**src/rtl/devbridge_pkg.sv**
```systemverilog
// Shared types and constants for the memory-mapped device bridge.
package devbridge_pkg;

  typedef enum logic [1:0] {
    IDLE  = 2'd0,
    ISSUE = 2'd1,
    WAIT  = 2'd2
  } state_t;

  localparam int STAT_OVF     = 0;
  localparam int STAT_FULL    = 1;
  localparam int STAT_EMPTY   = 2;
  localparam int STAT_BUSY    = 3;
  localparam int STAT_TMO     = 4;
  localparam int STAT_CNT_LSB = 8;
  localparam int STAT_CNT_MSB = 15;

  // Byte offset of the status register from the window base.
  function automatic int status_offset(input int num_ch);
    return 4 * num_ch;
  endfunction

  function automatic int ch_width(input int num_ch);
    return (num_ch > 1) ? $clog2(num_ch) : 1;
  endfunction

endpackage

```
**src/rtl/mmio_device_bridge_if.sv**
```systemverilog
// CPU, data-memory and transmitter signals of the device bridge; master = environment, slave = bridge.
interface mmio_device_bridge_if #(
  parameter int DATA_W = 32,
  parameter int ADDR_W = 32,
  parameter int CH_W   = 2
);

  logic              writeIn;
  logic              readIn;
  logic [ADDR_W-1:0] addressIn;
  logic [DATA_W-1:0] dataIn;
  logic [DATA_W-1:0] memOutIn;
  logic              writeOut;
  logic              readOut;
  logic [DATA_W-1:0] memOutOut;
  logic [DATA_W-1:0] tx_data;
  logic [CH_W-1:0]   tx_channel;
  logic              start;
  logic              finish;

  modport master (
    output writeIn, readIn, addressIn, dataIn, memOutIn, finish,
    input  writeOut, readOut, memOutOut, tx_data, tx_channel, start
  );

  modport slave (
    input  writeIn, readIn, addressIn, dataIn, memOutIn, finish,
    output writeOut, readOut, memOutOut, tx_data, tx_channel, start
  );

endinterface

```
**src/rtl/devbridge_fifo.sv**
```systemverilog
// Synchronous FIFO with wrap-around pointers and an occupancy count.
// Latency: a pushed entry appears on rdata the cycle after the push.
// Backpressure: push is dropped when full unless a pop happens in the same cycle.
module devbridge_fifo #(
  parameter int WIDTH = 34,
  parameter int DEPTH = 8
) (
  input  logic                   clock,
  input  logic                   reset,
  input  logic                   push,
  input  logic [WIDTH-1:0]       wdata,
  input  logic                   pop,
  output logic [WIDTH-1:0]       rdata,
  output logic                   full,
  output logic                   empty,
  output logic [$clog2(DEPTH):0] count
);

  localparam int AW = $clog2(DEPTH);

  logic [WIDTH-1:0] mem [DEPTH];
  logic [AW-1:0]    wr_ptr;
  logic [AW-1:0]    rd_ptr;
  logic             do_push;
  logic             do_pop;

  assign empty   = (count == '0);
  assign full    = (count == (AW+1)'(DEPTH));
  assign do_pop  = pop & ~empty;
  assign do_push = push & (~full | do_pop);
  assign rdata   = mem[rd_ptr];

  always_ff @(posedge clock) begin
    if (!reset) begin
      wr_ptr <= '0;
      rd_ptr <= '0;
      count  <= '0;
    end else begin
      if (do_push) wr_ptr <= wr_ptr + 1'b1;
      if (do_pop)  rd_ptr <= rd_ptr + 1'b1;
      if (do_push && !do_pop)      count <= count + 1'b1;
      else if (do_pop && !do_push) count <= count - 1'b1;
    end
  end

  // Storage needs no reset; pointers define validity.
  always_ff @(posedge clock) begin
    if (do_push) mem[wr_ptr] <= wdata;
  end

endmodule

```
**src/rtl/mmio_device_bridge.sv**
```systemverilog
// Device bridge: memory pass-through plus queued channel stores drained via start/finish (optional DEVBRIDGE_TIMEOUT_EN).
// Latency: pass-through combinational; store to an idle, empty bridge raises start two cycles later.
// Backpressure: none toward the CPU; stores to a full queue are dropped and flagged sticky overflow.
module mmio_device_bridge
  import devbridge_pkg::*;
#(
  parameter int              DATA_W         = 32,
  parameter int              ADDR_W         = 32,
  parameter int              NUM_CH         = 4,
  parameter int              DEPTH          = 8,
  parameter logic [ADDR_W-1:0] BASE_ADDR    = 32'h0000_0400,
  parameter int              TIMEOUT_CYCLES = 100000
) (
  input logic                 clock,
  input logic                 reset,
  mmio_device_bridge_if.slave bus
);

  localparam int CH_W   = ch_width(NUM_CH);
  localparam int CNT_W  = $clog2(DEPTH) + 1;
  localparam int WORD_W = ADDR_W - 2;
  localparam logic [WORD_W-1:0] BASE_WORD   = BASE_ADDR[ADDR_W-1:2];
  localparam logic [ADDR_W-1:0] STATUS_ADDR = BASE_ADDR + ADDR_W'(status_offset(NUM_CH));
  localparam logic [WORD_W-1:0] STATUS_WORD = STATUS_ADDR[ADDR_W-1:2];
  localparam logic [WORD_W-1:0] NUM_CH_WORD = WORD_W'(NUM_CH);

  state_t state_q, state_d;

  logic [WORD_W-1:0]      rel_word;
  logic                   ch_hit;
  logic                   status_hit;
  logic                   dev_hit;
  logic [CH_W-1:0]        ch_idx;
  logic                   push_req;
  logic                   pop;
  logic                   fifo_full;
  logic                   fifo_empty;
  logic [CNT_W-1:0]       fifo_count;
  logic [DATA_W+CH_W-1:0] fifo_head;
  logic [DATA_W-1:0]      tx_data_q;
  logic [CH_W-1:0]        tx_ch_q;
  logic                   ovf_q;
  logic                   ovf_set;
  logic                   flag_clr;
  logic                   tmo_hit;
  logic                   tmo_flag;
  logic [DATA_W-1:0]      status_word;
  logic                   unused_addr_lsb;

  // Word-granular decode: distance from the window base selects channel or status.
  assign rel_word        = bus.addressIn[ADDR_W-1:2] - BASE_WORD;
  assign ch_hit          = (rel_word < NUM_CH_WORD);
  assign status_hit      = (bus.addressIn[ADDR_W-1:2] == STATUS_WORD);
  assign dev_hit         = ch_hit | status_hit;
  assign ch_idx          = rel_word[CH_W-1:0];
  assign unused_addr_lsb = ^bus.addressIn[1:0];

  assign bus.writeOut  = bus.writeIn & ~dev_hit;
  assign bus.readOut   = bus.readIn & ~dev_hit;
  assign bus.memOutOut = (bus.readIn & status_hit) ? status_word : bus.memOutIn;

  assign push_req = bus.writeIn & ch_hit;
  assign ovf_set  = push_req & fifo_full & ~pop;
  assign flag_clr = bus.writeIn & status_hit & bus.dataIn[0];

  devbridge_fifo #(
    .WIDTH (DATA_W + CH_W),
    .DEPTH (DEPTH)
  ) u_fifo (
    .clock (clock),
    .reset (reset),
    .push  (push_req),
    .wdata ({ch_idx, bus.dataIn}),
    .pop   (pop),
    .rdata (fifo_head),
    .full  (fifo_full),
    .empty (fifo_empty),
    .count (fifo_count)
  );

  always_comb begin
    state_d = state_q;
    pop     = 1'b0;
    unique case (state_q)
      IDLE: begin
        if (!fifo_empty) begin
          pop     = 1'b1;
          state_d = ISSUE;
        end
      end
      ISSUE:   state_d = WAIT;
      WAIT:    if (bus.finish || tmo_hit) state_d = IDLE;
      default: state_d = IDLE;
    endcase
  end

  always_ff @(posedge clock) begin
    if (!reset) begin
      state_q   <= IDLE;
      tx_data_q <= '0;
      tx_ch_q   <= '0;
      ovf_q     <= 1'b0;
    end else begin
      state_q <= state_d;
      if (pop) begin
        tx_data_q <= fifo_head[DATA_W-1:0];
        tx_ch_q   <= fifo_head[DATA_W +: CH_W];
      end
      if (ovf_set)       ovf_q <= 1'b1;
      else if (flag_clr) ovf_q <= 1'b0;
    end
  end

`ifdef DEVBRIDGE_TIMEOUT_EN
  localparam int TMO_W = $clog2(TIMEOUT_CYCLES + 1);

  logic [TMO_W-1:0] tmo_cnt;
  logic             tmo_q;

  // Counter idles at zero outside WAIT, so it starts fresh on every entry.
  always_ff @(posedge clock) begin
    if (!reset || state_q != WAIT) tmo_cnt <= '0;
    else                           tmo_cnt <= tmo_cnt + 1'b1;
  end

  assign tmo_hit = (state_q == WAIT) && (tmo_cnt == TMO_W'(TIMEOUT_CYCLES - 1));

  always_ff @(posedge clock) begin
    if (!reset)                     tmo_q <= 1'b0;
    else if (tmo_hit && !bus.finish) tmo_q <= 1'b1;
    else if (flag_clr)              tmo_q <= 1'b0;
  end

  assign tmo_flag = tmo_q;
`else
  logic unused_tmo_cfg;

  assign tmo_hit        = 1'b0;
  assign tmo_flag       = 1'b0;
  assign unused_tmo_cfg = TIMEOUT_CYCLES[0];
`endif

  always_comb begin
    status_word                             = '0;
    status_word[STAT_OVF]                   = ovf_q;
    status_word[STAT_FULL]                  = fifo_full;
    status_word[STAT_EMPTY]                 = fifo_empty;
    status_word[STAT_BUSY]                  = (state_q != IDLE);
    status_word[STAT_TMO]                   = tmo_flag;
    status_word[STAT_CNT_MSB:STAT_CNT_LSB]  = 8'(fifo_count);
  end

  assign bus.start      = (state_q == ISSUE);
  assign bus.tx_data    = tx_data_q;
  assign bus.tx_channel = tx_ch_q;

endmodule

```
**src/flat_wrapper.sv**
```systemverilog
// flat-port wrapper written by rule: the top's interface ports become plain ports
module mmio_device_bridge_flat import devbridge_pkg::*;
#(
  parameter int              DATA_W         = 32,
  parameter int              ADDR_W         = 32,
  parameter int              NUM_CH         = 4,
  parameter int              DEPTH          = 8,
  parameter logic [ADDR_W-1:0] BASE_ADDR    = 32'h0000_0400,
  parameter int              TIMEOUT_CYCLES = 100000
)
  (clock, reset, bus_writeIn, bus_readIn, bus_addressIn, bus_dataIn, bus_memOutIn, bus_finish, bus_writeOut, bus_readOut, bus_memOutOut, bus_tx_data, bus_tx_channel, bus_start);
  mmio_device_bridge_if #(.DATA_W(DATA_W), .ADDR_W(ADDR_W), .CH_W((2))) bus_i ();
  input logic clock;
  input logic reset;
  input wire logic [$bits(bus_i.writeIn)-1:0] bus_writeIn;
  input wire logic [$bits(bus_i.readIn)-1:0] bus_readIn;
  input wire logic [$bits(bus_i.addressIn)-1:0] bus_addressIn;
  input wire logic [$bits(bus_i.dataIn)-1:0] bus_dataIn;
  input wire logic [$bits(bus_i.memOutIn)-1:0] bus_memOutIn;
  input wire logic [$bits(bus_i.finish)-1:0] bus_finish;
  output wire logic [$bits(bus_i.writeOut)-1:0] bus_writeOut;
  output wire logic [$bits(bus_i.readOut)-1:0] bus_readOut;
  output wire logic [$bits(bus_i.memOutOut)-1:0] bus_memOutOut;
  output wire logic [$bits(bus_i.tx_data)-1:0] bus_tx_data;
  output wire logic [$bits(bus_i.tx_channel)-1:0] bus_tx_channel;
  output wire logic [$bits(bus_i.start)-1:0] bus_start;
  assign bus_i.writeIn = bus_writeIn;
  assign bus_i.readIn = bus_readIn;
  assign bus_i.addressIn = bus_addressIn;
  assign bus_i.dataIn = bus_dataIn;
  assign bus_i.memOutIn = bus_memOutIn;
  assign bus_i.finish = bus_finish;
  assign bus_writeOut = bus_i.writeOut;
  assign bus_readOut = bus_i.readOut;
  assign bus_memOutOut = bus_i.memOutOut;
  assign bus_tx_data = bus_i.tx_data;
  assign bus_tx_channel = bus_i.tx_channel;
  assign bus_start = bus_i.start;
  mmio_device_bridge #(.DATA_W(DATA_W), .ADDR_W(ADDR_W), .NUM_CH(NUM_CH), .DEPTH(DEPTH), .BASE_ADDR(BASE_ADDR), .TIMEOUT_CYCLES(TIMEOUT_CYCLES)) u_core (.clock(clock), .reset(reset), .bus(bus_i));
endmodule
```
**config.mk**
```make
export PLATFORM = sky130hd
export DESIGN_NAME = mmio_device_bridge_flat
export DESIGN_NICKNAME = d
export VERILOG_FILES = /design/src/rtl/devbridge_pkg.sv /design/src/rtl/mmio_device_bridge_if.sv /design/src/rtl/devbridge_fifo.sv /design/src/rtl/mmio_device_bridge.sv /design/src/flat_wrapper.sv
export SDC_FILE = /design/constraint.sdc
export NUM_CORES = 1
export LEC_CHECK = 0
export BUFFER_PORTS_ARGS = -buffer_cell sky130_fd_sc_hd__buf_4
export CAP_MARGIN = 10
export CORE_UTILIZATION = 52
export CTS_CLUSTER_DIAMETER = 120
export DETAILED_ROUTE_END_ITERATION = 16
export PLACE_DENSITY_LB_ADDON = 0.25
export SETUP_SLACK_MARGIN = 0.05
export SLEW_MARGIN = 20
export SYNTH_ARGS = -nofsm -noshare
export SYNTH_HDL_FRONTEND = slang
export SYNTH_SLANG_ARGS = --single-unit
```
**constraint.sdc**
```tcl
create_clock -name clock -period 7.8 [get_ports clock]
set_clock_uncertainty 0.2 [all_clocks]
set_input_delay 1.17 -clock clock [delete_from_list [all_inputs] [get_ports clock]]
set_output_delay 1.17 -clock clock [all_outputs]
set_load 0.01 [all_outputs]
```
==> summary.md, run 1 <==
| Metric | Value |
|---|---|
| Outcome | `finished clean` |
| DR vias/cell | `5.67` |
| Final period util | `a little under two thirds` |
| Synth Area in Adders | `less than 1%` |
| Post-synth top area share | `65.8%` |
| Die area | `~0.024 mm2` |
| Critical Path Sink Type | `output pin` |
| Final Max Slew Viols | `0` |
| P per Cell Area | `~310 mW/mm2` |
| Minimum clock period | `roughly 5000 ps` |
| Vias | `~6.7k` |
| Worst Setup EP | `bus_memOutOut[8]` |
| Synthesized flop and latch total | `about 320` |
| Clock Sink Count | `319` |
| Number of flops mapped to enable cells by yosys | `272` |
| DR WL/cell | `22.5 um` |
| FP Rows | `between 50 and 60` |
| Die width | `roughly 160 um` |
| Final nets | `about 940` |
| Largest family of logic cells by synthesized area | `multiplexers` |
| Max Root-Sink Buffers | `3` |
| Post-synth cell types | `39` |
| I/O pins | `170` |
| Multiplexer share of the synthesized area | `between 10% and 20%` |
| Port Buf Inserts | `roughly 170` |
| Ant diodes | `0` |
| Simple-Gate Fraction of Synth Area | `under 10%` |
| Worst Setup SP | `bus_addressIn[25]` |
| Core Area | `about 0.023 mm2` |
| Synth warn | `0` |
| Setup bufs post-CTS | `0` |
| Crit path max fanout | `33` |
| CTS tree | `built` |
| Fillers | `~1.6k` |
| Hold Path Class | `flop to flop` |
| Gpl congestion | `between 0.6 and 0.7` |
| Avg Cell Area, Syn | `between 15 and 20 um2` |
| # hold bufs at CTS | `0` |
| Crit path arrival time | `~3600 ps` |
| Pin count of the biggest net entering global routing | `73` |
| FF-to-FF End | `u_core.u_fifo.count[3]$_SDFFE_PN0P_` |
| Overflow after GRT | `0` |
| Root Buffer | `clkbuf_16` |
| H-tree depth | `1` |
| Seq/Total Area, Yosys | `between 70% and 80%` |
| P_leak | `5.04 nW` |
| Cells after Synth | `656` |
| Drt pass-1 iters | `5` |
| WL final | `around 26,000 um` |
| Starting Density | `53.0%` |
| Final Hold Violating Endpoints | `0` |
| R2r worst-path depth | `12` |
| Synth top area cells | `edfxtp_1 (66%), mux4_2 (12%), dfxtp_1 (7.6%), mux2i_1 (3.0%), a211oi_1 (2.1%)` |
| R2r setup slk | `4420 ps` |
| CTS clk-pin slew, worst paths | `60 ps` |
| Compound-gate portion of the synthesized area | `between 2 and 3%` |
| Hold_ws | `301 ps` |
| Synth-to-layout area growth | `21.3%` |
| Global-route wire length before repair | `roughly 40,000 um` |
| Xor/xnor share of the synthesized area | `less than 1%` |
| CP required | `between 6000 and 7000 ps` |
| CTS resizes | `0` |
| Post-Layout Cell Count | `between 1k and 1.5k` |
| Placed insts | `roughly 1.1k` |
| Die Y-Extent | `between 150 and 200 um` |
| Post-synth design cell area | `approximately 0.012 mm2` |
| Slew headroom | `between 20% and 30%` |
| Final HPWL DP | `approximately 15,000 um` |
| Worst r2r src | `u_core.u_fifo.count[0]$_SDFFE_PN0P_` |
| TritonCTS buffer count | `30` |
| DRC | `0` |
| Vias in the first global route | `a little under 7k` |
| Endpoints failing setup | `0` |
| Layout cell share with drive strength beyond 1 | `between 30% and 40%` |
| Crit Path Category | `primary input to output pin` |
| Total track usage | `a little over a fifth` |
| Antenna violations before repair | `0` |
| Drt initial violations | `449` |
| Mapped Nets | `763` |
| Unrepaired setup endpoints after global routing | `false` |
| Worst-Skew Late Latency | `~530 ps` |
| Critical path launch point type | `primary input` |
| VDD IR-drop max | `262 uV` |
| Post-DRT Antenna Nets | `0` |
| Fmax | `~0.20 GHz` |
| Async SR Flop Fraction | `0%` |
| Design Power | `~4.6 mW` |
| Most used DFF post-synth | `edfxtp_1` |
| Max-cap violations | `0` |
| Setup TNS | `0 ps` |
| Slew @ Worst Pin | `~1100 ps` |
| Area leader, netlist | `edfxtp_1` |
cells in the final DEF, fill, tap and decap left out, drive strengths merged:
master  synthesis  layout
and4            2       2
o31a            1       1
edfxtp        272     272
dfxtp          47      47
mux4           68      68
or4b            1       1
nand2b          1       1
ha              5       5
inv             6       6
and2            2       2
nand2           3       3
xor2            2       2
nand4           2       2
a31o            1       1
or3             4       4
nor4            7       7
o21ai           4       4
clkinv          0      11
a21o            1       1
bufinv          0       3
mux2            7       7
or4             7       7
nand3           2       2
nand4b          1       1
nor2           47      47
mux2i          37      37
o211ai          1       1
buf            11     178
clkbuf         26      42
nor4b           4       4
a21oi           9       9
nor2b          28      28
a211oi         34      34
fa              1       1
nor3            9       9
xnor2           3       3
cells by family (layout without fill, tap and decap cells):
| logic type | after synthesis | after routing |
|---|---|---|
| AO/OA/AOI/OAI | 51 | 51 |
| XOR/XNOR | 5 | 5 |
| buffers and inverters | 43 | 240 |
| adder cells (fa/ha/maj) | 6 | 6 |
| multiplexers | 112 | 112 |
| flip-flops | 319 | 319 |
| AND/OR/NAND/NOR | 120 | 120 |
power by group:
group	switching (mW)	internal (mW)
clock	0.595	0.856
sequential	0.159	1.96
combinational	0.502	0.550
metal layers:
layer,vias up,GRT usage (%),part of all wire (%)
met5,-,0,0
met4,0,4.76,1.3
met3,30,3.77,6.6
met2,242,39.8,53
met1,3385,27.2,40
li1,2993,-,-
state kept, by name, summed over array words and instances, names as in the netlist:
register,flops
u_core.bus.tx_data,32
u_core.u_fifo.mem,272
u_core.u_fifo.wr_ptr,3
u_core.ovf_q,1
u_core.u_fifo.count,4
u_core.state_q,2
u_core.u_fifo.rd_ptr,3
u_core.bus.tx_channel,2
cell usage after synthesis, types with 6 or more instances:
cell        n
mux2_2      7
a211oi_1   34
dfxtp_1    47
nor2_1     47
mux2i_1    37
edfxtp_1  272
nor4_1      7
inv_1       6
buf_1       8
a21oi_1     9
mux4_2     68
nor3_1      9
clkbuf_1   26
nor2b_1    28
stage by stage:
step | area, um2 | util (%) | setup slack (ps)
6_report | 15100 | 64.3 | 2840
5_1_grt | 15100 | 64.3 | 2760
4_1_cts | 15100 | 64.3 | 2500
3_5_place_dp | 14100 | 60.1 | 2490
3_3_place_gp | 14100 | 60.1 | 2610
2_1_floorplan | 12400 | - | 821
cell type report:
class / instances / area [um2] / area share [%]
timing repair buffer: 178 / 1340 / 8.88
inverter: 6 / 22.5 / 0.150
sequential: 319 / 9120 / 60.6
tap: 319 / 399 / 2.65
clock buffer: 42 / 847 / 5.63
multi-input combinational: 294 / 3180 / 21.1
clock inverter: 14 / 149 / 0.989
critical path, cell delays in order:
cell    delay, ps
buf_4         120
or4b_2        710
nor3_1        290
and4_2        700
mux2_2        430
buf_4         150
worst min-delay path by stage:
stage	startpoint	end	slack [ps]	depth (start not counted)
after global routing	u_core.bus.tx_data[18]$_SDFFE_PN0P_	u_core.bus.tx_data[18]$_SDFFE_PN0P_	330	2
after floorplan	u_core.ovf_q$_SDFFE_PN0P_	u_core.ovf_q$_SDFFE_PN0P_	250	2
after detailed placement	u_core.bus.tx_data[12]$_SDFFE_PN0P_	u_core.bus.tx_data[12]$_SDFFE_PN0P_	290	2
after global placement	u_core.bus.tx_data[16]$_SDFFE_PN0P_	u_core.bus.tx_data[16]$_SDFFE_PN0P_	290	2
final	u_core.bus.tx_data[31]$_SDFFE_PN0P_	u_core.bus.tx_data[31]$_SDFFE_PN0P_	300	2
after CTS	u_core.bus.tx_data[12]$_SDFFE_PN0P_	u_core.bus.tx_data[12]$_SDFFE_PN0P_	300	2
Power figures use the tool's default switching activity.
==> inputs of run 2 (changes only) <==
- ABC_AREA: not set -> 1
- clock period: 7.8 -> 4.1 ns (I/O delays scaled with it)
==> summary.md, run 2 <==
| Metric | Value |
|---|---|
| Outcome | `finished clean` |
| Hold Path Class | `primary input to flop` |
| Die Y-Extent | `~160 um` |
| Final period util | `a little under nine tenths` |
| Total track usage | `between 20% and 30%` |
| Die width | `between 150 and 200 um` |
| Endpoints failing setup | `0` |
| Number of flops mapped to enable cells by yosys | `about 270` |
| Fillers | `1,832` |
| TritonCTS buffer count | `31` |
| DRC | `0` |
| # hold bufs at CTS | `0` |
| Worst-Skew Late Latency | `around 550 ps` |
| Post-synth top area share | `62.0%` |
| VDD IR-drop max | `between 300 and 400 uV` |
| Die area | `0.0260 mm2` |
| CTS clk-pin slew, worst paths | `60 ps` |
| Core Area | `approximately 0.025 mm2` |
| Pin count of the biggest net entering global routing | `70` |
| Final Hold Violating Endpoints | `0` |
| Slew @ Worst Pin | `1080 ps` |
| Most frequent cells after synthesis | `edfxtp_1 (272), o21ai_0 (177), inv_1 (128)` |
| CP max stage cell | `inv_2` |
| Minimum clock period | `between 3000 and 4000 ps` |
| Layout cell share with drive strength beyond 1 | `a little over a fifth` |
| CP required | `between 3000 and 4000 ps` |
| Most frequent cells in the layout | `edfxtp_1 (272), buf_4 (181), o21ai_0 (177)` |
| Slew headroom | `~28%` |
| I/O pins | `170` |
| Gpl congestion | `about 0.8` |
| Final nets | `between 1k and 1.5k` |
| Final HPWL DP | `between 15,000 and 20,000 um` |
| Global-route wire length before repair | `about 44,000 um` |
| H-tree depth | `1` |
| CTS tree | `built` |
| Port Buf Inserts | `between 150 and 200` |
| Antenna violations before repair | `1` |
| Most common cell after layout, fill and taps aside | `edfxtp_1` |
| Top-count cell post-synth | `edfxtp_1` |
| DR WL/cell | `between 15 and 20 um` |
| Avg Cell Area, Syn | `12.1 um2` |
| Sequential cell area | `0.00911 mm2` |
| Area leader, netlist | `edfxtp_1` |
| Post-route cell area | `0.0159 mm2` |
| Critical Path Max Stage Delay | `around 450 ps` |
| Fmax | `0.284 GHz` |
| FP Rows | `57` |
| WL final | `27,400 um` |
| Vias in the first global route | `a little over 8k` |
| Setup TNS | `0 ps` |
| Cells after Synth | `around 1.1k` |
| Drt initial violations | `roughly 550` |
| Synth top area cells | `edfxtp_1 (62%), dfxtp_1 (7.1%), o21ai_0 (6.7%), mux2i_1 (5.2%), a21oi_1 (4.2%)` |
| Pre-CTS setup slack | `between 400 and 500 ps` |
| DR vias/cell | `approximately 5.3` |
| Mapped Nets | `between 1k and 1.5k` |
| Drt pass-1 iters | `4` |
| CTS resizes | `0` |
| Vias | `8,456` |
| Synth-to-layout area growth | `21.1%` |
| Starting Density | `about 54%` |
| Crit Path Category | `primary input to output pin` |
| Post-synth cell types | `39` |
| Root Buffer | `clkbuf_16` |
| Post-DRT Antenna Nets | `0` |
| Overflow after GRT | `0` |
| Area of the multi-input gates | `~0.0034 mm2` |
| Largest register FFs | `around 270` |
| Critical Path Sink Type | `output pin` |
| Final Max Slew Viols | `0` |
| Async SR Flop Fraction | `0%` |
| Largest Register | `u_core.u_fifo.mem` |
| Area after DPL | `about 0.015 mm2` |
| Critical path launch point type | `primary input` |
| Crit path max fanout | `28` |
| Setup bufs post-CTS | `0` |
| Max Root-Sink Buffers | `3` |
| Core Util, Final | `64.8%` |
| Clock Sink Count | `319` |
| Crit path arrival time | `~2700 ps` |
| Post-synth design cell area | `approximately 0.013 mm2` |
| Cell Chain, Critical Path | `buf_4, nor2_2, nand2_1, nor2_2, nand4_1, nor4_2, nand2_1, inv_2, nor2_1, a21oi_1, buf_4` |
| Unrepaired setup endpoints after global routing | `false` |
| Synth warn | `0` |
| Seq/Total Area, Yosys | `between 60% and 70%` |
| Synthesized flop and latch total | `319` |
| Most used DFF post-synth | `edfxtp_1` |
| Max-cap violations | `0` |
| P per Cell Area | `554 mW/mm2` |
| Worst setup margin | `around 580 ps` |
| P_leak | `around 6.0 nW` |
-- run 2: worst paths after layout --
path,from,to,slack (ps),depth (start not counted)
setup / recovery,bus_addressIn[21],bus_memOutOut[2],580,11
hold / removal,bus_dataIn[14],u_core.u_fifo.mem[3][14]$_DFFE_PP_,90,1
setup reg to reg,u_core.u_fifo.count[1]$_SDFFE_PN0P_,u_core.u_fifo.count[3]$_SDFFE_PN0P_,1090,19
hold reg to reg,u_core.ovf_q$_SDFFE_PN0P_,u_core.ovf_q$_SDFFE_PN0P_,270,2
-- run 2: critical path: cells and delay by family --
| family | cells | cell delay, ps |
|---|---|---|
| AND/OR/NAND/NOR | 7 | 1240 |
| buffers and inverters | 3 | 700 |
| AO/OA/AOI/OAI | 1 | 140 |
-- run 2: layout make-up --
type	instances	area share, %
timing repair buffer	187	9.27
multi-input combinational	578	21.2
clock inverter	17	1.05
antenna	1	0.0157
sequential	319	57.2
clock buffer	41	5.61
inverter	131	3.09
tap	324	2.54
-- run 2: per-stage QoR --
step | instances | hold slack (ps) | power, mW
floorplan | 1087 | 244 | 5.28
global placement | 1539 | 259 | 5.95
detailed placement | 1539 | 264 | 6.01
CTS | 1597 | 67.8 | 8.88
global route | 1598 | 67.0 | 9.29
finish | 1598 | 86.8 | 8.84
-- run 2: report_power, final --
part / switching, mW / internal [mW]
logic: 1.26 / 0.829
clock network: 1.18 / 1.72
registers: 0.166 / 3.69
total: 2.61 / 6.23
-- run 2: per-layer routing --
layer  share of wire, %  up-vias  GRT usage (%)
met5                  0        -              0
met4                2.0        0           5.83
met3                4.7       41           3.00
met2                 50      194           37.5
met1                 43     4029           28.1
li1                   -     4192              -
-- run 2: kinds of logic after synthesis --
group | Yosys count | synth area share (%)
simple gates | 171 | 5.98
flops | 319 | 69.2
compound gates | 331 | 13.3
xor+xnor | 2 | 0.133
buf+inv | 190 | 5.59
mux | 68 | 5.17
fa+ha+maj | 6 | 0.627
